==> src/rtl/int_request_gen.sv <==
// rtl/int_request_gen.sv - NMI/IRQ request generator with enable masks and status registers
// NMI side emits fixed-width low pulses separated by a guaranteed high gap; IRQ side is level-sensitive.
module int_request_gen #(
  parameter int NMI_PULSE = 2,
  parameter int NMI_GAP   = 2
) (
  input  logic       phi2,
  input  logic       rstAll_L,
  input  logic [1:0] addr,
  input  logic [7:0] dataIn,
  input  logic       we,
  output logic [7:0] dataOut,
  input  logic [2:0] nmiEvt,
  input  logic [7:0] irqEvt,
  output logic       NMI_L,
  output logic       IRQ_L
);

  localparam int CNT_MAX = ((NMI_PULSE > NMI_GAP) ? NMI_PULSE : NMI_GAP) - 1;
  localparam int CNT_W   = (CNT_MAX > 0) ? $clog2(CNT_MAX + 1) : 1;
  localparam logic [CNT_W-1:0] PULSE_LOAD = CNT_W'(NMI_PULSE - 1);
  localparam logic [CNT_W-1:0] GAP_LOAD   = CNT_W'(NMI_GAP - 1);

  typedef enum logic [1:0] {
    S_IDLE,
    S_PULSE,
    S_GAP
  } nmi_state_e;

  nmi_state_e       state_q;
  logic [CNT_W-1:0] cnt_q;
  logic             nmiPend_q;
  logic             nmi_l_q;
  logic             irq_l_q;

  logic [2:0] nmiEn_q, nmiEn_d;
  logic [2:0] nmiSt_q, nmiSt_d;
  logic [7:0] irqEn_q, irqEn_d;
  logic [7:0] irqSt_q, irqSt_d;
  logic       nmi_req;

  // Request uses the enable held before this edge; status sets regardless of enable.
  assign nmi_req = |(nmiEvt & nmiEn_q);

  always_comb begin
    nmiEn_d = nmiEn_q;
    nmiSt_d = nmiSt_q;
    irqEn_d = irqEn_q;
    if (we && addr == 2'd0) nmiEn_d = dataIn[7:5];
    if (we && addr == 2'd1) nmiSt_d = 3'b000;
    if (we && addr == 2'd2) irqEn_d = dataIn;
    nmiSt_d = nmiSt_d | nmiEvt;
    irqSt_d = (irqSt_q | irqEvt) & irqEn_d;
  end

  always_comb begin
    dataOut = 8'hFF;
    case (addr)
      2'd1:    dataOut = {nmiSt_q, 5'b00000};
      2'd3:    dataOut = irqSt_q;
      default: dataOut = 8'hFF;
    endcase
  end

  always_ff @(posedge phi2 or negedge rstAll_L) begin
    if (!rstAll_L) begin
      nmiEn_q <= 3'b000;
      nmiSt_q <= 3'b000;
      irqEn_q <= 8'h00;
      irqSt_q <= 8'h00;
      irq_l_q <= 1'b1;
    end else begin
      nmiEn_q <= nmiEn_d;
      nmiSt_q <= nmiSt_d;
      irqEn_q <= irqEn_d;
      irqSt_q <= irqSt_d;
      irq_l_q <= ~|(irqSt_d & irqEn_d);
    end
  end

  always_ff @(posedge phi2 or negedge rstAll_L) begin
    if (!rstAll_L) begin
      state_q   <= S_IDLE;
      cnt_q     <= '0;
      nmiPend_q <= 1'b0;
      nmi_l_q   <= 1'b1;
    end else begin
      case (state_q)
        S_IDLE: begin
          if (nmi_req || nmiPend_q) begin
            state_q   <= S_PULSE;
            nmi_l_q   <= 1'b0;
            cnt_q     <= PULSE_LOAD;
            nmiPend_q <= 1'b0;
          end
        end
        S_PULSE: begin
          if (nmi_req) nmiPend_q <= 1'b1;
          if (cnt_q == '0) begin
            state_q <= S_GAP;
            nmi_l_q <= 1'b1;
            cnt_q   <= GAP_LOAD;
          end else begin
            cnt_q <= cnt_q - CNT_W'(1);
          end
        end
        S_GAP: begin
          if (cnt_q == '0) begin
            // Everything queued during pulse and gap collapses into this one pulse.
            if (nmiPend_q || nmi_req) begin
              state_q   <= S_PULSE;
              nmi_l_q   <= 1'b0;
              cnt_q     <= PULSE_LOAD;
              nmiPend_q <= 1'b0;
            end else begin
              state_q <= S_IDLE;
            end
          end else begin
            if (nmi_req) nmiPend_q <= 1'b1;
            cnt_q <= cnt_q - CNT_W'(1);
          end
        end
        default: state_q <= S_IDLE;
      endcase
    end
  end

  assign NMI_L = nmi_l_q;
  assign IRQ_L = irq_l_q;

endmodule

==> config.mk <==
export PLATFORM = sky130hd
export DESIGN_NAME = int_request_gen
export DESIGN_NICKNAME = d
export VERILOG_FILES = /design/src/rtl/int_request_gen.sv
export SDC_FILE = /design/constraint.sdc
export NUM_CORES = 1
export LEC_CHECK = 0
export BUFFER_PORTS_ARGS = -buffer_cell sky130_fd_sc_hd__buf_2
export CAP_MARGIN = 20
export CORE_MARGIN = 4
export CORE_UTILIZATION = 40
export CTS_BUF_LIST = sky130_fd_sc_hd__clkbuf_8 sky130_fd_sc_hd__clkbuf_16
export DETAILED_ROUTE_END_ITERATION = 6
export GPL_TIMING_DRIVEN = 0
export PLACE_DENSITY = 0.74
export SLEW_MARGIN = 20
export SYNTH_ARGS = -nofsm -noshare
export SYNTH_HDL_FRONTEND = slang
export SYNTH_SLANG_ARGS = --single-unit
==> constraint.sdc <==
create_clock -name phi2 -period 1.4 [get_ports phi2]
set_input_delay 0.07 -clock phi2 [delete_from_list [all_inputs] [get_ports phi2]]
set_output_delay 0.07 -clock phi2 [all_outputs]
set_load 0.1 [all_outputs]
# [Yosys cells after proc, flatten, opt, wreduce, memory -nomap -nowiden]
# Index checks and enable logic that the tools add are counted.
[totals] register_bits=28 in_bits=24 word_cells=57
[op_classes] add_sub_neg=1 n_eq_ne=8 n_mux=21 n_bitwise=5 reduce_logical=13
[op_table] operator="$and 8x8->8" count=2
[op_table] operator="$pmux 8 s2" count=1
[op_table] operator="$mux 1" count=11
[op_table] operator="$pmux 1 s3" count=3
[op_table] operator="$mux 8" count=1
[op_table] operator="$or 8x8->8" count=1
[op_table] operator="$reduce_or 8->1" count=1
[op_table] operator="$eq 2x2->1 const B" count=3
[op_table] operator="$mux 2" count=3
[op_table] operator="$ne 2x2->1 const B" count=3
[op_table] operator="$pmux 2 s3" count=1
[op_table] operator="$reduce_and 3->1" count=2
[op_table] operator="$eq 2x1->1 const B" count=2
[op_table] operator="$logic_not 2->1" count=2
[op_table] operator="$and 3x3->3" count=1
[op_table] operator="$logic_and 1x1->1" count=3
[op_table] operator="$mux 3" count=1
[op_table] operator="$or 3x3->3" count=1
[op_table] operator="$reduce_bool 3->1" count=1
[op_table] operator="$reduce_or 3->1" count=1
[op_table] operator="$reduce_and 2->1" count=1
[op_table] operator="$logic_not 1->1" count=1
[op_table] operator="$logic_or 1x1->1" count=1
[op_table] operator="$sub 1x1->1 const B" count=1

# [Longest topological paths before layout]
# Gate-level depths: netlist of run 1.
[depth] ltp_word=7 ltp_mapped=6

# [Least setup slack after synthesis of run 1]
# No wires, ideal clock.
[synth_timing] path_type="flip-flop to flip-flop" from="register state_q[0]" to="register cnt_q" arrival_time_ns=1.256 t_required_ns=1.275 setup_slack_ns=0.019 stages_incl_launch_ff=6 period_less_slack_ns=1.381 cell_sequence="dfrtp_1 > ha_1 > a211oi_1 > a211o_1 > nand2_1 > mux2_2"
[synth_between] elab_chain_cells=3
[synth_rtl] item="start, declared" line="30" text="nmi_state_e state_q;"
[synth_rtl] item="start signal, assigned" line="83" text="state_q <= S_IDLE;"
[synth_rtl] item="start signal, assigned" line="91" text="state_q <= S_PULSE;"
[synth_rtl] item="start signal, assigned" line="100" text="state_q <= S_GAP;"
[synth_rtl] item="$eq 2x2->1, or another cell as far along" line="88" text="case (state_q)"
[synth_rtl] item="$reduce_bool 3->1 (no source line) or $ne 2x2->1 (tied branches)"
[synth_rtl] item="$reduce_and 2->1 (no source line)"
[synth_rtl] item="end signal, assigned" line="104" text="cnt_q <= cnt_q - CNT_W'(1);"
[synth_rtl] item="end signal, assigned" line="120" text="cnt_q <= cnt_q - CNT_W'(1);"
[synth_rtl] item="end, declared" line="31" text="logic [CNT_W-1:0] cnt_q;"
# Several ways; a longest one is shown, not always the timed one.
# A chain may end at the register's enable or synchronous reset.

# [Worst setup path after layout of run 1]
[layout_timing] from="register state_q[1]" to="register nmi_l_q, in the netlist NMI_L"
[layout_between] elab_chain_cells=3
[layout_rtl] item="$eq 2x1->1, or another cell as far along" line="88"
[layout_rtl] item="$ne 2x2->1 (no source line) or $reduce_bool 3->1 (tied branches)"
[layout_rtl] item="$reduce_and 3->1 (no source line)"
[layout_rtl] item="end signal, assigned" line="86" text="nmi_l_q <= 1'b1;"
[layout_rtl] item="end signal, assigned" line="92" text="nmi_l_q <= 1'b0;"
[layout_rtl] item="end signal, assigned" line="101" text="nmi_l_q <= 1'b1;"
[layout_rtl] item="end, declared" line="33" text="logic nmi_l_q;"
# Several ways; a longest one is shown, not always the timed one.

==> flow_metrics.tcl, run 1 <==
set metrics [dict create \
    netlist_instances 119 \
    layout.cells.most_common "buf_2" \
    ios 34 \
    cts.sinks 28 \
    antenna_left 0 \
    dieArea_mm2 0.00446 \
    hp-class "in -> reg" \
    yosys_warnings 0 \
    crit_fanout 3 \
    synthArstFlopShare_pct 100 \
    die_x_um 66.8 \
    hpwl_um 2220 \
    drv_slew 0 \
    final_cells 208 \
    r2r_start "state_q[1]" \
    syn_avg_cell_area_um2 11.6 \
    cts_made_buffers 3 \
    synth_edf_count 0 \
    p_leak_nw 0.818 \
    fin_ws_ns -0.0101 \
    ys_ff_latch 28 \
    grt_max_degree 29 \
    wl_per_cell_um 14.9 \
    hold_viol 0 \
    grt-ovfl-total 0 \
    syn_area_mm2 0.00138 \
    drv_cap 0 \
    core_area_mm2 0.00334 \
    num_rows 21 \
    yosysUniqueCellTypes 31 \
    routed_via_density 5.25 \
    worst_pin_slew_ns 0.617 \
    crit_required_ns 1.60 \
    fmax_ghz 0.709 \
    area_growth_pct 29.1 \
    root_buffer "clkbuf_8" \
    vias 1092 \
    finalSetupViolations 1 \
    grt_setup_unrepaired "yes" \
    holdPathStages 2 \
    initial_utilization_pct 41.4 \
    holdWs_ns 0.00838 \
    worstPathArrival_ns 1.61 \
    crit_path_end_kind "register" \
    worstSkewPairLatency_ns 0.27 \
    start_kind "register" \
    totalWireLength_um 3110 \
    grt_pass1_vias 1149 \
    cts_tree "yes" \
    critPathKind "reg -> reg" \
    violations "setup timing" \
    port_buffers 33 \
    die_h_um 66.8 \
    min_period_over_period_pct 101 \
    grt_use_total_pct 14.2 \
    htree_levels 1 \
    power.total_w 0.00298 \
    reg2reg_depth 5 \
    worstSetupStartpoint "state_q[1]" \
    routabilityCongestion 0.868 \
    status "finished, violations left" \
    max_slew_margin_pct 58.9 \
    slowest_stage "dfrtp_1" \
    clk_pin_slew_ns 0.09 \
    yosysSeqAreaShare_pct 50.9 \
    peakVddDrop_mv 0.535 \
    layout_common_cells "buf_2, dfrtp_1, nand2_1" \
    first_pass_iters 4 \
    drtIter0Drc 39 \
    power.density_mw_per_mm2 1670 \
    fin_nets 192 \
    grt_pass1_wl_um 4850 \
    fin_crit_ns 1.41 \
    cp_cell_sequence "buf_6, ha_4, o21ai_4, o211ai_1, mux2_4" \
    clockBufferDepth 2 \
    clock_skew_ns 0.00646 \
    dp_cells 198 \
    synth_nets 147 \
    drive_gt1_share_pct 48.1 \
    ys.flop_type "dfrtp_1" \
    grt_antenna_before_repair 0 \
    diodes 0 \
    worstHoldStart "nmiEvt[0]" \
    drc 0 \
    slowest_delay_ns 0.40 \
]
[layer usage]
layer  up-vias  track usage [%]  wire (µm)
li1        515                -          -
met2        38             23.8       1510
met4         0             8.38         61
met5         -                0          0
met1       532             17.2       1350
met3         7             2.19        183
[report_power, final]
group          internal [W]  total, W  switching, W
logic              0.000617   0.00142      0.000801
registers          0.000998   0.00114      0.000147
clock network      0.000193  0.000418      0.000225
total               0.00181   0.00298       0.00117
[state kept, by name, summed over array words and instances, names as in the netlist]
signal,count
irqEn_q,8
state_q,2
nmiPend_q,1
IRQ_L,1
cnt_q,1
irqSt_q,8
nmiSt_q,3
nmiEn_q,3
NMI_L,1
[cells by family (layout without fill, tap and decap cells)]
family / after synthesis / in the layout / share of synthesized area [%]
AOI/OAI and AO/OA: 31 / 31 / 14.9
and+or+nand+nor: 30 / 30 / 12.3
DFF: 28 / 28 / 50.9
muxes: 20 / 20 / 16.1
buffers and inverters: 6 / 49 / 2.17
adders and majority gates: 4 / 4 / 3.62
[critical path: cells and delay by family, from the launching register on]
| kind | cells | cell delay [ns] |
|---|---|---|
| AO/OA/AOI/OAI | 2 | 0.33 |
| adder cells (fa/ha/maj) | 1 | 0.17 |
| buffers and inverters | 1 | 0.13 |
| flip-flops | 1 | 0.40 |
| multiplexers | 1 | 0.32 |
[synthesized netlist by cell type (2+ instances only)]
library cell	count	area (µm²)
a21o_1	3	22.5
a21oi_1	3	15.0
dfrtp_1	26	651
dfstp_2	2	52.6
ha_1	4	50.1
inv_1	3	11.3
mux2_2	14	158
mux2i_1	5	50.1
nand2_1	18	67.6
nand4_1	2	12.5
nor2_1	4	15.0
o21a_1	5	37.5
o21ai_0	12	60.1
[path summary, 6_finish.rpt]
| check | end | slack (ns) |
|---|---|---|
| setup / recovery | NMI_L | -0.01 |
| hold / removal | nmiSt_q[0] | 0.008 |
| setup reg to reg | NMI_L | -0.01 |
| hold reg to reg | nmiSt_q[1] | 0.49 |
| max in group asynchronous | state_q[0] | 0.62 |
| min in group asynchronous | irqEn_q[6] | 0.35 |
[timing repair]
item,in CTS,in global routing
cloned,0,0
buffers inserted,3,4
resized for setup,4,17
pin swaps,1,5
endpoints found under the setup margin,6,7
hold buffers,1,0
hold endpoints to repair,26,0
[stage by stage]
stage / util [%] / TNS [ns] / area (µm²) / worst slack (ns)
2_1_floorplan: - / 0 / 1380 / 0.0195
3_3_place_gp: 48.1 / -0.0705 / 1600 / -0.0272
3_5_place_dp: 48.1 / -0.455 / 1600 / -0.131
4_1_cts: 50.6 / -0.0211 / 1690 / -0.0211
5_1_grt: 53.4 / -0.120 / 1780 / -0.0591
6_report: 53.4 / -0.0101 / 1780 / -0.0101
[final cells by class]
| type | instances | area [µm²] |
|---|---|---|
| Fill cell | 303 | 1550 |
| Multi-Input combinational cell | 85 | 719 |
| Sequential cell | 28 | 704 |
| Timing Repair Buffer | 41 | 234 |
| Tap cell | 46 | 57.6 |
| Clock buffer | 3 | 41.3 |
| Buffer | 2 | 15.0 |
| Inverter | 3 | 11.3 |
No activity file was read; power rests on OpenSTA's default activity.
==> inputs of run 2 (changes only) <==
- CAP_MARGIN: 20 -> 15
- CTS_BUF_LIST: sky130_fd_sc_hd__clkbuf_8 sky130_fd_sc_hd__clkbuf_16 -> sky130_fd_sc_hd__clkbuf_16
==> run 2 against run 1 <==
  * The run still ends with setup timing left
  * First-iteration DRC count decreased by 7.7%
  * Sequential share of layout area increased by 0.069 points
  * Hold slack improved by 0.017 ns
  * Maximum frequency decreased by 3.1%
  * Cell area decreased by 0.35%
  * Sequential power about the same
  * Critical endpoint is now cnt_q
  * Largest power group unchanged
  * Highest routed layer unchanged
==> flow_metrics.tcl, run 2 (synthesis results as in run 1) <==
set metrics [dict create \
    totalWireLength_um 3010 \
    port_buffers 33 \
    finalSetupViolations 1 \
    wl_per_cell_um 14.6 \
    clock_skew_ns 0.00243 \
    p_leak_nw 0.820 \
    slowest_stage "dfrtp_1" \
    hpwl_um 2220 \
    crit_fanout 5 \
    reg2reg_depth 6 \
    start_kind "register" \
    grt_setup_unrepaired "yes" \
    dp_cells 198 \
    antenna_left 0 \
    max_slew_margin_pct 59.5 \
    grt-ovfl-total 0 \
    drv_slew 0 \
    die_h_um 66.8 \
    peakVddDrop_mv 0.578 \
    cp_cell_sequence "buf_6, ha_4, a211oi_2, a211o_1, nand2_1, mux2_2" \
    grt_use_total_pct 14.4 \
    clockBufferDepth 2 \
    slowest_delay_ns 0.41 \
    num_rows 21 \
    ios 34 \
    power.density_mw_per_mm2 1740 \
    cp_top_family "flip-flops" \
    root_buffer "clkbuf_16" \
    grt_max_degree 29 \
    cts_tree "yes" \
    drv_cap 0 \
    routed_via_density 5.25 \
    r2r_start "state_q[0]" \
    cts.sinks 28 \
    drc 0 \
    fin_ws_ns -0.0552 \
    fin_crit_ns 1.46 \
    dieArea_mm2 0.00446 \
    hp-class "in -> reg" \
    fin_nets 190 \
    htree_levels 1 \
    fmax_ghz 0.687 \
    vias 1081 \
    grt_pass1_vias 1114 \
    worst_pin_slew_ns 0.607 \
    drive_gt1_share_pct 45.0 \
    worstSkewPairLatency_ns 0.26 \
    grt_pass1_wl_um 4860 \
    top_regs "irqEn_q (8), irqSt_q (8)" \
    crit_required_ns 1.54 \
    worstHoldStart "nmiEvt[0]" \
    layout_common_cells "buf_2, dfrtp_1, nand2_1" \
    worstPathArrival_ns 1.60 \
    min_period_over_period_pct 104 \
    crit_path_end_kind "register" \
    cts_made_buffers 3 \
    holdPathStages 2 \
    utilization_pct 53.2 \
    critPathKind "reg -> reg" \
    drtIter0Drc 36 \
    initial_utilization_pct 41.4 \
    first_pass_iters 4 \
    routabilityCongestion 0.868 \
    cp_num_cells 6 \
    hold_viol 0 \
    clk_pin_slew_ns 0.06 \
    worstSetupStartpoint "state_q[0]" \
    diodes 0 \
    status "finished, violations left" \
    die_x_um 66.8 \
    violations "setup timing" \
    layout.cells.most_common "buf_2" \
    rrSetupSlack_ns -0.06 \
    final_cells 206 \
    grt_antenna_before_repair 0 \
    area_growth_pct 28.6 \
    crit_buf_inv 1 \
    core_area_mm2 0.00334 \
]
-- run 2: worst reg2reg max path, delay by kind of cell (launching register included) --
family | cells | cell delay [ns]
AND/OR/NAND/NOR | 1 | 0.05
multiplexers | 1 | 0.25
buffers and inverters | 1 | 0.14
AO/OA/AOI/OAI | 2 | 0.32
adder cells (fa/ha/maj) | 1 | 0.18
flip-flops | 1 | 0.41
-- run 2: area by class of cell --
type / instances / area (µm²)
clock buffer: 3 / 75.1
tap: 46 / 57.6
buffer: 2 / 15.0
timing repair buffer: 39 / 216
sequential: 28 / 703
inverter: 3 / 11.3
multi-input combinational: 85 / 698
fill: 303 / 1560
-- run 2: through the flow --
step	setup TNS (ns)	power [W]	hold WS (ns)	area [µm²]	setup WS, ns
after floorplan	0	0.00197	-0.226	1380	0.0195
after global placement	-0.0705	0.00213	0.108	1600	-0.0272
after detailed placement	-0.455	0.00220	0.116	1600	-0.131
after CTS	-0.0000755	0.00297	0.0239	1740	-0.0000755
after global routing	-0.175	0.00325	0.0274	1780	-0.0914
final	-0.0552	0.00309	0.0255	1780	-0.0552
-- run 2: final timing paths --
kind / end
hold / removal: nmiSt_q[0]
max in group asynchronous: irqSt_q[4]
setup / recovery: cnt_q
min in group asynchronous: irqEn_q[1]
setup reg to reg: cnt_q
hold reg to reg: nmiSt_q[1]
-- run 2: report_power, final --
part	switching (W)	internal [W]
Sequential	0.000144	0.000997
Clock	0.000243	0.000378
Combinational	0.000757	0.000568
Total	0.00114	0.00194
-- run 2: timing repair --
item	in CTS	in global routing
pin swaps	2	1
endpoints found under the setup margin	6	6
endpoints found under the hold margin	26	0
setup buffers	3	2
resized for setup	7	7
gates cloned	0	0
hold buffers	1	0
-- run 2: layer usage --
| metal | vias to the layer above | wire, µm | part of all wire [%] | global-route usage [%] |
|---|---|---|---|---|
| met5 | - | 0 | 0 | 0 |
| met1 | 525 | 1320 | 44 | 17.9 |
| met3 | 7 | 170 | 5.6 | 2.02 |
| met2 | 40 | 1460 | 49 | 24.3 |
| met4 | 0 | 61 | 2.0 | 7.11 |
| li1 | 509 | - | - | - |
==> inputs of run 3 (changes only) <==
--- a/config.mk
+++ b/config.mk
@@ -15,2 +15,3 @@
 export PLACE_DENSITY = 0.74
+export RECOVER_POWER = 25
 export SLEW_MARGIN = 20
==> constraint.sdc (replaced) <==
create_clock -name phi2 -period 1.4 [get_ports phi2]
set_input_delay 0.42 -clock phi2 [delete_from_list [all_inputs] [get_ports phi2]]
set_output_delay 0.42 -clock phi2 [all_outputs]
set_load 0.1 [all_outputs]
==> run 3 against run 2 <==
  * The run still ends with setup timing left
  * Hold slack gained 0.17 ns
  * Global-route usage rose by 3.5 points
  * Sequential share of layout area down 7.4 points
  * Count of clock-buffer cells in the layout is the same
  * Critical path type is now in -> out
==> flow_metrics.tcl, run 3 (synthesis results as in run 1) <==
set metrics [dict create \
    status "finished, violations left" \
    violations "setup timing" \
    layout_common_cells "dfrtp_1, buf_2, nand2_4" \
    routed_via_density 5.43 \
    vias 1130 \
    grt_antenna_before_repair 0 \
    num_rows 21 \
    antenna_left 0 \
    reg2reg_depth 4 \
    clock_power_share_pct 18.2 \
    die_x_um 66.8 \
    totalWireLength_um 4040 \
    worstSkewPairLatency_ns 0.26 \
    area.sequential_um2 706 \
    wl_per_cell_um 19.4 \
    top_regs "irqEn_q (8), irqSt_q (8)" \
    root_buffer "clkbuf_16" \
    pwr-share-seq_pct 34.7 \
    routabilityCongestion 0.873 \
    r2r_start "nmiEn_q[0]" \
    clock_skew_ns 0.00309 \
    worstPathArrival_ns 1.16 \
    max_slew_margin_pct 53.6 \
    cts_made_buffers 3 \
    grt_setup_unrepaired "yes" \
    critPathKind "in -> out" \
    area_growth_pct 59.0 \
    grt_pass1_wl_um 5840 \
    clockBufferDepth 2 \
    multiInputGateArea_um2 895 \
    grt_pass1_vias 1203 \
    power_switching_w 0.00130 \
    drv_slew 0 \
    peakVddDrop_mv 0.590 \
    ctsHoldBuffers 0 \
    rrSetupSlack_ns -0.04 \
    cts.sinks 28 \
    initial_utilization_pct 41.4 \
    dp_cells 198 \
    clk_pin_slew_ns 0.06 \
    fin_nets 192 \
    crit_fanout 4 \
    ios 34 \
    place_ws_ns -0.414 \
    rr_endpoint "NMI_L" \
    port_buffers 33 \
    core_area_mm2 0.00334 \
    layout.cells.most_common "dfrtp_1" \
    grt_max_degree 29 \
    power.density_mw_per_mm2 1570 \
    start_kind "input pin" \
    cts_tree "yes" \
    final_cells 208 \
    finalSetupViolations 13 \
    drc 0 \
    nFillCells 239 \
    grt_use_total_pct 17.9 \
    dieArea_mm2 0.00446 \
    min_period_over_period_pct 113 \
    diodes 0 \
    worst_pin_slew_ns 0.696 \
    sw_frac_of_total_pct 37.9 \
    comb_power_share_pct 47.1 \
    crit_required_ns 0.98 \
    crit_path_end_kind "primary output" \
    first_pass_iters 4 \
    grt-ovfl-total 0 \
    hold_viol 0 \
    hpwl_um 2200 \
    htree_levels 1 \
    fmax_ghz 0.634 \
    fin_crit_ns 1.58 \
    drive_gt1_share_pct 63.6 \
    intPower_w 0.00213 \
    p_leak_nw 0.981 \
    drtIter0Drc 74 \
    hp-class "in -> async" \
    die_h_um 66.8 \
    drv_cap 0 \
    fin_ws_ns -0.177 \
]
==> run 3: cell count changes in the layout (fill, tap and decap cells not counted), moves of 3 or more <==
cell,previous run,this run
mux2i_4,0,3
o21ai_2,0,3
nand2_4,0,12
buf_2,33,21
nand2_1,18,3
o21ai_1,1,7
buf_12,0,11
mux2i_1,5,1
o21ai_0,11,3
==> run 3: final cells by class <==
type                            count  area share, %
Multi-Input combinational cell     85           40.7
Tap cell                           46           2.62
Inverter                            3          0.513
Sequential cell                    28           32.1
Buffer                              3           2.05
Clock buffer                        3           3.42
Timing Repair Buffer               40           18.5
==> run 3: power groups by stage <==
| stage | Combinational [W] | Sequential, W | Clock [W] |
|---|---|---|---|
| 6_report | 0.00162 | 0.00119 | 0.000624 |
| 5_1_grt | 0.00171 | 0.00122 | 0.000669 |
| 4_1_cts | 0.00138 | 0.00116 | 0.000630 |
| 3_5_place_dp | 0.00111 | 0.00114 | 0 |
| 3_3_place_gp | 0.00107 | 0.00113 | 0 |
| 2_1_floorplan | 0.000811 | 0.00123 | 0 |
==> run 3: what timing repair did <==
action                                  in CTS  in global routing
endpoints found under the setup margin      14                 18
resized for setup                           62                 30
setup buffers                                4                  2
cloned                                       1                  0
pin swaps                                    2                  5
==> run 3: how the worst max path moves through the flow <==
| stage | startpoint | slack, ns | to | cells after the start |
|---|---|---|---|---|
| 5_1_grt | addr[1] | -0.19 | dataOut[6] | 5 |
| 3_3_place_gp | addr[1] | -0.41 | dataOut[6] | 5 |
| 4_1_cts | addr[1] | -0.17 | dataOut[6] | 5 |
| 2_1_floorplan | addr[1] | -0.02 | dataOut[5] | 3 |
| 6_report | addr[1] | -0.18 | dataOut[6] | 5 |
| 3_5_place_dp | addr[1] | -0.41 | dataOut[6] | 5 |
==> run 3: metrics by stage <==
step / TNS (ns) / utilization (%) / hold slack [ns] / total power [W] / cell area (µm²)
3_3_place_gp: -3.89 / 51.6 / 0.454 / 0.00220 / 1720
5_1_grt: -1.52 / 65.8 / 0.239 / 0.00360 / 2200
2_1_floorplan: -0.0230 / - / 0.124 / 0.00204 / 1500
6_report: -1.16 / 65.8 / 0.195 / 0.00344 / 2200
3_5_place_dp: -4.17 / 51.6 / 0.462 / 0.00226 / 1720
4_1_cts: -0.961 / 63.0 / 0.188 / 0.00317 / 2100
==> run 3: worst max-delay path: stages <==
cell     delay (ns)
buf_8          0.09
buf_12         0.13
mux2i_4        0.28
nand2_8        0.07
buf_12         0.16
==> run 3: per-layer routing <==
| layer | GRT usage [%] | wire (µm) | vias up |
|---|---|---|---|
| li1 | - | - | 512 |
| met1 | 20.2 | 1590 | 583 |
| met2 | 33.5 | 2230 | 29 |
| met3 | 2.02 | 148 | 6 |
| met4 | 7.36 | 61 | 0 |
| met5 | 0 | 0 | - |
